File: src/rtl/zbuffer_scanout.sv
// Scan-out reader for the z-buffered frame store: sweeps every pixel address once per frame,
// streams {x,y,color} on a valid/ready port and clears the depth RAM to far in step with the reads.
module zbuffer_scanout #(
    parameter int SIZE        = 64,
    parameter int WIDTH       = 6,
    parameter int COLOR_WIDTH = 10,
    parameter int CLEAR_DEPTH = 2**WIDTH - 1,
    localparam int AW         = $clog2(SIZE*SIZE),
    localparam int XW         = $clog2(SIZE)
) (
    input  logic                   clk,
    input  logic                   rst,
    input  logic                   frame_start,
    output logic                   color_rd,
    output logic [AW-1:0]          color_addr,
    input  logic [COLOR_WIDTH-1:0] color_data,
    output logic                   depth_we,
    output logic [AW-1:0]          depth_addr,
    output logic [WIDTH-1:0]       depth_din,
    output logic                   pixel_valid,
    input  logic                   pixel_ready,
    output logic [XW-1:0]          pixel_x,
    output logic [XW-1:0]          pixel_y,
    output logic [COLOR_WIDTH-1:0] pixel_color,
    output logic                   pixel_last,
    output logic                   busy,
    output logic                   frame_done
);

    localparam logic [AW-1:0]    LAST_ADDR = AW'(SIZE*SIZE - 1);
    localparam logic [WIDTH-1:0] CLEAR_VAL = WIDTH'(CLEAR_DEPTH);
    localparam int               TW        = 2*XW + 1;
    localparam int               EW        = TW + COLOR_WIDTH;

    typedef enum logic [1:0] {
        IDLE  = 2'd0,
        SCAN  = 2'd1,
        DRAIN = 2'd2
    } state_t;

    state_t               state_q, state_d;
    logic [AW-1:0]        addr_q, addr_d;
    logic                 p1_v_q, p1_v_d, p2_v_q, p2_v_d;
    logic [TW-1:0]        p1_tag_q, p1_tag_d, p2_tag_q, p2_tag_d;
    logic [3:0][EW-1:0]   fifo_q, fifo_d;
    logic [1:0]           wr_ptr_q, wr_ptr_d, rd_ptr_q, rd_ptr_d;
    logic [2:0]           count_q, count_d;

    logic [2:0]           credit_s;
    logic                 issue_s, push_s, pop_s, drained_s;

    // Issue credits and sequencing of the sweep.
    always_comb begin
        credit_s  = {2'b00, p1_v_q} + {2'b00, p2_v_q} + count_q;
        issue_s   = (state_q == SCAN) && (credit_s < 3'd4);
        push_s    = p2_v_q;
        pop_s     = (count_q != 3'd0) && pixel_ready;
        drained_s = (state_q == DRAIN) && !p1_v_q && !p2_v_q && (count_q == 3'd0);

        state_d = state_q;
        addr_d  = addr_q;
        case (state_q)
            IDLE: begin
                if (frame_start) begin
                    state_d = SCAN;
                    addr_d  = '0;
                end else begin
                    state_d = IDLE;
                end
            end
            SCAN: begin
                if (issue_s && (addr_q == LAST_ADDR)) begin
                    state_d = DRAIN;
                    addr_d  = '0;
                end else if (issue_s) begin
                    addr_d  = addr_q + AW'(1);
                end else begin
                    addr_d  = addr_q;
                end
            end
            DRAIN: begin
                if (drained_s) begin
                    state_d = IDLE;
                end else begin
                    state_d = DRAIN;
                end
            end
            default: begin
                state_d = IDLE;
                addr_d  = '0;
            end
        endcase
    end

    // Two-stage tag pipe matching the RAM latency, then the 4-entry output FIFO.
    always_comb begin
        p1_v_d   = issue_s;
        p1_tag_d = {addr_q[XW-1:0], addr_q[AW-1:XW], addr_q == LAST_ADDR};
        p2_v_d   = p1_v_q;
        p2_tag_d = p1_tag_q;

        fifo_d   = fifo_q;
        wr_ptr_d = wr_ptr_q;
        rd_ptr_d = rd_ptr_q;
        if (push_s) begin
            fifo_d[wr_ptr_q] = {p2_tag_q, color_data};
            wr_ptr_d         = wr_ptr_q + 2'd1;
        end else begin
            wr_ptr_d = wr_ptr_q;
        end
        if (pop_s) begin
            rd_ptr_d = rd_ptr_q + 2'd1;
        end else begin
            rd_ptr_d = rd_ptr_q;
        end
        count_d = count_q + {2'b00, push_s} - {2'b00, pop_s};
    end

    // State registers; reset abandons any sweep in progress.
    always_ff @(posedge clk) begin
        if (rst) begin
            state_q  <= IDLE;
            addr_q   <= '0;
            p1_v_q   <= 1'b0;
            p2_v_q   <= 1'b0;
            p1_tag_q <= '0;
            p2_tag_q <= '0;
            fifo_q   <= '0;
            wr_ptr_q <= 2'd0;
            rd_ptr_q <= 2'd0;
            count_q  <= 3'd0;
        end else begin
            state_q  <= state_d;
            addr_q   <= addr_d;
            p1_v_q   <= p1_v_d;
            p2_v_q   <= p2_v_d;
            p1_tag_q <= p1_tag_d;
            p2_tag_q <= p2_tag_d;
            fifo_q   <= fifo_d;
            wr_ptr_q <= wr_ptr_d;
            rd_ptr_q <= rd_ptr_d;
            count_q  <= count_d;
        end
    end

    assign color_rd    = issue_s;
    assign color_addr  = addr_q;
    assign depth_we    = issue_s;
    assign depth_addr  = addr_q;
    assign depth_din   = CLEAR_VAL;
    assign pixel_valid = (count_q != 3'd0);
    assign {pixel_x, pixel_y, pixel_last, pixel_color} = fifo_q[rd_ptr_q];
    assign busy        = (state_q != IDLE);
    assign frame_done  = drained_s;

endmodule

File: config.mk
export PLATFORM = sky130hd
export DESIGN_NAME = zbuffer_scanout
export DESIGN_NICKNAME = d
export VERILOG_FILES = /design/src/rtl/zbuffer_scanout.sv
export SDC_FILE = /design/constraint.sdc
export NUM_CORES = 1
export LEC_CHECK = 0
export ABC_CLOCK_PERIOD_IN_PS = 3600
export CAP_MARGIN = 10
export CORE_ASPECT_RATIO = 1.1
export CORE_MARGIN = 4
export CORE_UTILIZATION = 35
export DETAILED_ROUTE_END_ITERATION = 10
export DONT_BUFFER_PORTS = 1
export GPL_TIMING_DRIVEN = 0
export RECOVER_POWER = 25
export SETUP_SLACK_MARGIN = 0.3
export SYNTH_ARGS = -nofsm -noshare
export SYNTH_HDL_FRONTEND = slang
export SYNTH_SLANG_ARGS = --single-unit
File: constraint.sdc
create_clock -name clk -period 3.6 [get_ports clk]
set_input_delay 0.54 -clock clk [delete_from_list [all_inputs] [get_ports clk]]
set_output_delay 0.54 -clock clk [all_outputs]
set_load 0.03 [all_outputs]
# Word level (Yosys, flattened, before mapping)
# Index checks and enable logic that the tools add are counted.
# W data, S select, Z words.
[totals]
wordCells = 58
regBits = 141
[op_classes]
magnitude_cmp = 4
n_eq_ne = 6
n_reduce_logical = 14
mux = 13
addsub = 7
bitwise = 1
[op_table]
columns = ["operator", "n"]
rows = [
  ["$bwmux W92", 1],
  ["$bmux W23 S2", 1],
  ["$demux W23 S2", 1],
  ["$mux W23", 2],
  ["$mux W12", 3],
  ["$pmux W12 S3", 1],
  ["$add A12 B1 Y12 const B", 1],
  ["$eq A12 B12 Y1 const B", 1],
  ["$logic_and A1 B1 Y1", 7],
  ["$lt A2 B3 Y1 const B", 2],
  ["$pmux W2 S3", 1],
  ["$add A2 B1 Y2 const B", 2],
  ["$mux W2", 2],
  ["$add A2 B3 Y3", 1],
  ["$add A3 B1 Y3", 1],
  ["$logic_not A3 Y1", 1],
  ["$lt A3 B3 Y1 const B", 1],
  ["$ne A3 B2 Y1 const B", 1],
  ["$reduce_and A3 Y1", 1],
  ["$reduce_bool A3 Y1", 1],
  ["$sub A3 B1 Y3", 1],
  ["$add A1 B1 Y2", 1],
  ["$eq A2 B1 Y1 const B", 1],
  ["$eq A2 B2 Y1 const B", 1],
  ["other kinds (8)", 9],
]

# Longest topological paths before layout
# Gate-level depths: netlist of run 1.
[logic_depth]
ltp_word = 7
mapped_depth = 9
ltp_nobuf = 9

# Worst setup path before layout of run 1
# Ideal clock, no wire load.
[synth_timing]
path_kind = "flip-flop to output port"
start = "register count_q[1]"
end = "output port frame_done"
arrival_ns = 1.976
path_stages_with_launch = 3
path_slack_ns = 1.084
path_cell_list = "dfxtp_1 -> or3_2 -> nor4_1"
[synth_between]
elab_chain_len = 2
[synth_lines]
columns = ["item", "line_no", "source"]
rows = [
  ["start: declaration", "47", "logic [2:0] count_q, count_d;"],
  ["start signal: assignment", "142", "count_q <= count_d;"],
  ["$logic_not A3 Y1", "58", "drained_s = (state_q == DRAIN) && !p1_v_q && !p2_v_q && (count_q == 3'd0);"],
  ["$logic_and A1 B1 Y1", "58", ""],
  ["end: declaration", "27", "output logic frame_done"],
]
# No other way between the ends.

# Worst setup path in the final report of run 1
[layout_timing]
start = "register rd_ptr_q[1]"
end = "output port pixel_y[1]"
[layout_between]
elab_chain_len = 2
[layout_lines]
columns = ["item", "line_no", "source"]
rows = [
  ["start: declaration", "46", "logic [1:0] wr_ptr_q, wr_ptr_d, rd_ptr_q, rd_ptr_d;"],
  ["start signal: assignment", "141", "rd_ptr_q <= rd_ptr_d;"],
  ["$bmux W23 S2", "152", "assign {pixel_x, pixel_y, pixel_last, pixel_color} = fifo_q[rd_ptr_q];"],
  ["$mux W23 (not written as such)", "152", ""],
  ["end: declaration", "23", "output logic [XW-1:0] pixel_y,"],
]
# No other way between the ends. The select of a mux whose other input is x is not followed.

==> flow_metrics.tcl, run 1 <==
set metrics [dict create \
    worst-path-max-fanout 10 \
    insertion_delay_ps 420 \
    rows 49 \
    start_util 0.357 \
    wl_per_cell_um 16.2 \
    finalNetCount 711 \
    hold_violations 0 \
    cts.path.max_buffers 2 \
    netlist.area_leader.share 0.481 \
    die_h_um 144 \
    syn_avg_cell_area_um2 8.85 \
    fmax_mhz 354 \
    cts_setup_buffers 0 \
    cts-root-buf "clkbuf_16" \
    synth-seq-cells 141 \
    slew_viol_final 0 \
    io_pins 72 \
    drive_gt1_frac 0.128 \
    cts_hold_buf 0 \
    core_area_mm2 0.0164 \
    status "completed" \
    layout_commonest_cell "nand2_1" \
    tns_ps 0 \
    die_w_um 132 \
    synth_top_family_by_area "simple AND/OR/NAND/NOR gates" \
    dp_hpwl_mm 9.85 \
    final_cell_mix "nand2_1, dfxtp_1, a21oi_1, clkbuf_1, nor2b_1" \
    worstMarginPinSlew_ps 922 \
    vias 4468 \
    synth-compound-area-share 0.117 \
    drv_cap 0 \
    grt-ovfl-total 0 \
    ys_seq_area_frac 0.481 \
    synthMuxAreaShare 0.0899 \
    critPathLaunchType "flip-flop" \
    synthTopCellsByArea "dfxtp_1, nand2_1, mux4_2" \
    drc 0 \
    synthXorXnorAreaFrac 0.00895 \
    rsz0062_at_grt "no" \
    first_pass_iters 6 \
    antenna_found_initial 0 \
    period_needed_ps 2820 \
    crit_required_ps 3060 \
    fillers 1672 \
    slowest_stage "mux4_2" \
    min_period_over_period 0.784 \
    setup_viol 0 \
    gp_congestion 0.772 \
    cts_tree "yes" \
    endpoint_kind "output port" \
    drtIter0Drc 228 \
    fin_ws_ps 778 \
    wirelength_mm 14.6 \
    grt_pass1_wl_mm 23.7 \
    cts_made_buffers 17 \
    criticalPathCategory "reg2out" \
    worst_path_largest_cell_delay_ps 700 \
    crit_buf_inv 2 \
    synth_cells 664 \
    clock_sinks 141 \
    grt_usage 0.162 \
    cts.reportedPaths.clkPinSlew_ps 50 \
    synth_warnings 0 \
    synth.cell_area_mm2 0.00587 \
    worstHoldPathType "in2reg" \
    powerDensity_mw_per_mm2 541 \
    arrival_ps 2280 \
    skew_ps 4.42 \
    area_delta_synth_final_pct 11.9 \
    ys_types 45 \
    yosys.area.top_type "dfxtp_1" \
    cp_top_family "buffers and inverters" \
    maxSlewHeadroom 0.380 \
    antenna_cells 0 \
    synthAdderAreaFrac 0.0205 \
    grt_max_degree 17 \
    synthSimpleGateAreaFrac 0.205 \
    first_global_vias 4410 \
    pre_cts_ws_ps 935 \
    power.leakage_nw 2.22 \
    vias_per_cell 4.98 \
    htree_levels 4 \
    antenna_left 0 \
    cts_resized 0 \
    numPortBuffers 0 \
    peakVddDrop_v 0.000335 \
    worstPathCellList "clkbuf_1, buf_2, mux4_2" \
    die_area_mm2 0.0189 \
]
-- registers in the layout, indices dropped and copies added, names as in the netlist --
signal,cells
p1_tag_q,13
p2_v_q,1
color_addr,12
count_q,3
rd_ptr_q,2
fifo_q,92
p2_tag_q,13
p1_v_q,1
wr_ptr_q,2
state_q,2
-- layout make-up --
type,count,area [um2],area share
Buffer,73,373,0.0567
Inverter,10,37.5,0.00571
Multi-Input combinational cell,445,2610,0.397
Tap cell,204,255,0.0388
Clock inverter,5,25.0,0.00381
Clock buffer,20,447,0.0680
Sequential cell,141,2820,0.429
-- final timing paths --
check,from,end,slack (ps),cells past startpoint
worst max-delay path,rd_ptr_q[1],pixel_y[1],780,3
worst min-delay path,color_data[8],fifo_q[77],250,2
worst max register to register,count_q[1],count_q[2],950,9
worst min register to register,p1_tag_q[7],p2_tag_q[7],430,1
-- where the power goes --
part | internal [mW] | leakage [nW] | switching, mW | total, mW
registers | 1.59 | 1.14 | 0.0267 | 1.62
logic | 0.171 | 0.845 | 0.301 | 0.472
clock network | 0.861 | 0.239 | 0.601 | 1.46
-- synthesized netlist by cell type, drive strengths merged --
master  instances
inv            10
o22ai           1
and3            1
ha              8
and2            7
and2b           1
a21oi         103
conb            1
mux4           23
a211oi          1
or3             5
o32ai           1
clkbuf         30
nand3b          1
nor3            1
nand2         200
nor2           13
o21ai           6
dfxtp         141
fa              1
o22a            1
or2             2
nand2b          3
a21boi          1
xor2            2
o21a            1
or4             1
nand3           8
nor2b          27
nand4           4
a21o            1
nor4            2
xnor2           4
a21bo           2
mux2i           1
a311oi          3
buf            43
a31oi           3
-- metrics by stage --
stage | area (um2) | util | cells | hold slack (ps) | total power [mW]
6_report | 6570 | 0.400 | 898 | 252 | 3.55
3_3_place_gp | 6150 | 0.374 | 873 | 419 | 2.13
5_1_grt | 6570 | 0.400 | 898 | 239 | 3.70
3_5_place_dp | 6150 | 0.375 | 873 | 420 | 2.14
4_1_cts | 6630 | 0.403 | 898 | 231 | 3.60
2_1_floorplan | 5890 | - | 669 | 414 | 2.03
-- cell families (layout without fill, tap and decap cells) --
| family | after synthesis | after routing |
|---|---|---|
| simple gates | 276 | 276 |
| flops | 141 | 141 |
| compound gates | 124 | 124 |
| buf+inv | 83 | 108 |
| mux | 24 | 24 |
| fa+ha+maj | 9 | 9 |
| xor+xnor | 6 | 6 |
| other cells | 1 | 6 |
-- per-layer routing --
metal | GRT usage | vias up | wire, um
met3 | 0.0431 | 15 | 940
met5 | 0 | - | 0
met1 | 0.197 | 2106 | 6360
met2 | 0.280 | 130 | 7100
met4 | 0.0553 | 0 | 194
li1 | - | 2217 | -
Power figures use the tool's default switching activity.
==> run 2: changes to the inputs <==
- ABC_CLOCK_PERIOD_IN_PS: 3600 -> 2400
- clock period: 3.6 -> 2.4 ns (I/O delays scaled with it)
==> run 2 against run 1 <==
Hold slack lost 180 ps. Sequential share of layout area down 1.6 points. Die area stayed put. First-iteration DRC count increased by 14%. Cell area grew 4.3%. Clock power is 53% higher. Highest routed layer unchanged.
==> flow_metrics.tcl, run 2 (same netlist as run 1, synthesis figures left out) <==
set metrics [dict create \
    status "completed" \
    worst-path-max-fanout 6 \
    rrSetupSlack_ps 140 \
    clock_sinks 141 \
    insertion_delay_ps 420 \
    gp_congestion 0.786 \
    peakVddDrop_v 0.000532 \
    vias_per_cell 5.00 \
    worstMarginPinSlew_ps 753 \
    crit_required_ps 2040 \
    endpoint_kind "output port" \
    setup_viol 0 \
    regMostFlops "fifo_q" \
    p_int_mw 4.14 \
    grt_max_degree 17 \
    period_needed_ps 2290 \
    drv_cap 0 \
    min_period_over_period 0.954 \
    antenna_found_initial 0 \
    rsz0062_at_grt "yes" \
    layout_commonest_cell "nand2_1" \
    largest_reg_flops 92 \
    arrival_ps 1930 \
    die_h_um 144 \
    die_w_um 132 \
    drtIter0Drc 260 \
    antenna_left 0 \
    startpoint "count_q[0]" \
    holdWs_ps 69.7 \
    grt_usage 0.162 \
    cts_made_buffers 17 \
    slew_viol_final 0 \
    vias 4557 \
    regArea_mm2 0.00283 \
    worstPathCellList "ha_4, and3_4, o22a_4, nand2_4, clkinvlp_4, buf_6" \
    rows 49 \
    p_sw_frac 0.261 \
    worst_path_largest_cell_delay_ps 340 \
    dp_hpwl_mm 9.90 \
    r2r_start "count_q[0]" \
    cts-root-buf "clkbuf_16" \
    endpoint "depth_we" \
    fmax_mhz 437 \
    hold_violations 0 \
    numPortBuffers 0 \
    core_area_mm2 0.0164 \
    io_pins 72 \
    power.leakage_nw 2.32 \
    grt_pass1_wl_mm 23.9 \
    criticalPathCategory "reg2out" \
    cts.path.max_buffers 2 \
    fin_ws_ps 111 \
    final_cell_mix "nand2_1, dfxtp_1, a21oi_1, clkbuf_1" \
    pwr-share-comb 0.167 \
    first_pass_iters 5 \
    multi_input_area_mm2 0.00269 \
    cts.reportedPaths.clkPinSlew_ps 60 \
    reg.largest.list "fifo_q x92, p1_tag_q x13, p2_tag_q x13" \
    pre_cts_ws_ps 65.6 \
    cts_tree "yes" \
    maxSlewHeadroom 0.493 \
    slowest_stage "dfxtp_2" \
    grt-ovfl-total 0 \
    tns_ps 0 \
    finalNetCount 724 \
    htree_levels 4 \
    skew_ps 5.47 \
    drc 0 \
    antenna_cells 0 \
    area_delta_synth_final_pct 16.7 \
    worstHoldPathType "in2reg" \
    hold_start "color_data[4]" \
    power.net_switching_mw 1.47 \
    r2r_cells 9 \
    power_frac_seq 0.435 \
    clkPwrFrac 0.398 \
    p_total_mw 5.61 \
    powerDensity_mw_per_mm2 818 \
    wirelength_mm 14.9 \
    fillers 1641 \
    drive_gt1_frac 0.165 \
    start_util 0.357 \
    wl_per_cell_um 16.4 \
    die_area_mm2 0.0189 \
    worstReg2RegEnd "count_q[2]" \
    first_global_vias 4471 \
    critPathLaunchType "flip-flop" \
]
[run 2: metal layers]
layer | up-vias | global-route usage | part of all wire
li1 | 2265 | - | -
met1 | 2139 | 0.197 | 0.43
met4 | 0 | 0.0569 | 0.015
met2 | 131 | 0.284 | 0.49
met3 | 22 | 0.0399 | 0.063
met5 | - | 0 | 0
[run 2: power groups by stage]
stage | sequential, mW | combinational [mW] | clock, mW
2_1_floorplan | 2.47 | 0.596 | 0
3_3_place_gp | 2.48 | 0.736 | 0
3_5_place_dp | 2.48 | 0.746 | 0
4_1_cts | 2.44 | 0.925 | 2.28
5_1_grt | 2.45 | 1.02 | 2.38
6_report | 2.44 | 0.938 | 2.23
[run 2: final cells by class]
cell class,instances,share of cell area
Clock buffer,22,0.0677
Sequential cell,141,0.413
Buffer,73,0.0612
Tap cell,204,0.0372
Clock inverter,4,0.00292
Inverter,10,0.00602
Timing Repair Buffer,13,0.0197
Multi-Input combinational cell,445,0.392
[run 2: how the worst min path moves through the flow]
stage                        end  slack [ps]  cells past startpoint
floorplan            p2_tag_q[0]         410                      1
CTS                   fifo_q[50]          60                      2
finish                fifo_q[50]          70                      2
global route          fifo_q[75]          70                      2
global placement    p2_tag_q[10]         420                      1
detailed placement   p2_tag_q[3]         420                      1
[run 2: repair_timing]
action / 4_1_cts / 5_1_grt
endpoints found under the hold margin: 0 / 0
gates cloned: 1 / 1
hold buffers: 0 / 0
buffers inserted: 9 / 2
gates resized for setup: 32 / 4
setup endpoints to repair: 28 / 84
pin swaps: 10 / 4
[run 2: critical path: cells and delay by family (launching register included)]
| kind | cells | cell delay, ps |
|---|---|---|
| AOI/OAI and AO/OA | 1 | 230 |
| and+or+nand+nor | 2 | 250 |
| buffers and inverters | 2 | 450 |
| adders and majority gates | 1 | 230 |
| DFF | 1 | 340 |
[run 2: metrics by stage]
stage / instances / instance area (um2) / util
after detailed placement: 873 / 6160 / 0.375
after global placement: 873 / 6160 / 0.375
after CTS: 909 / 6860 / 0.418
final: 912 / 6850 / 0.417
after global routing: 912 / 6850 / 0.417
after floorplan: 669 / 5910 / -
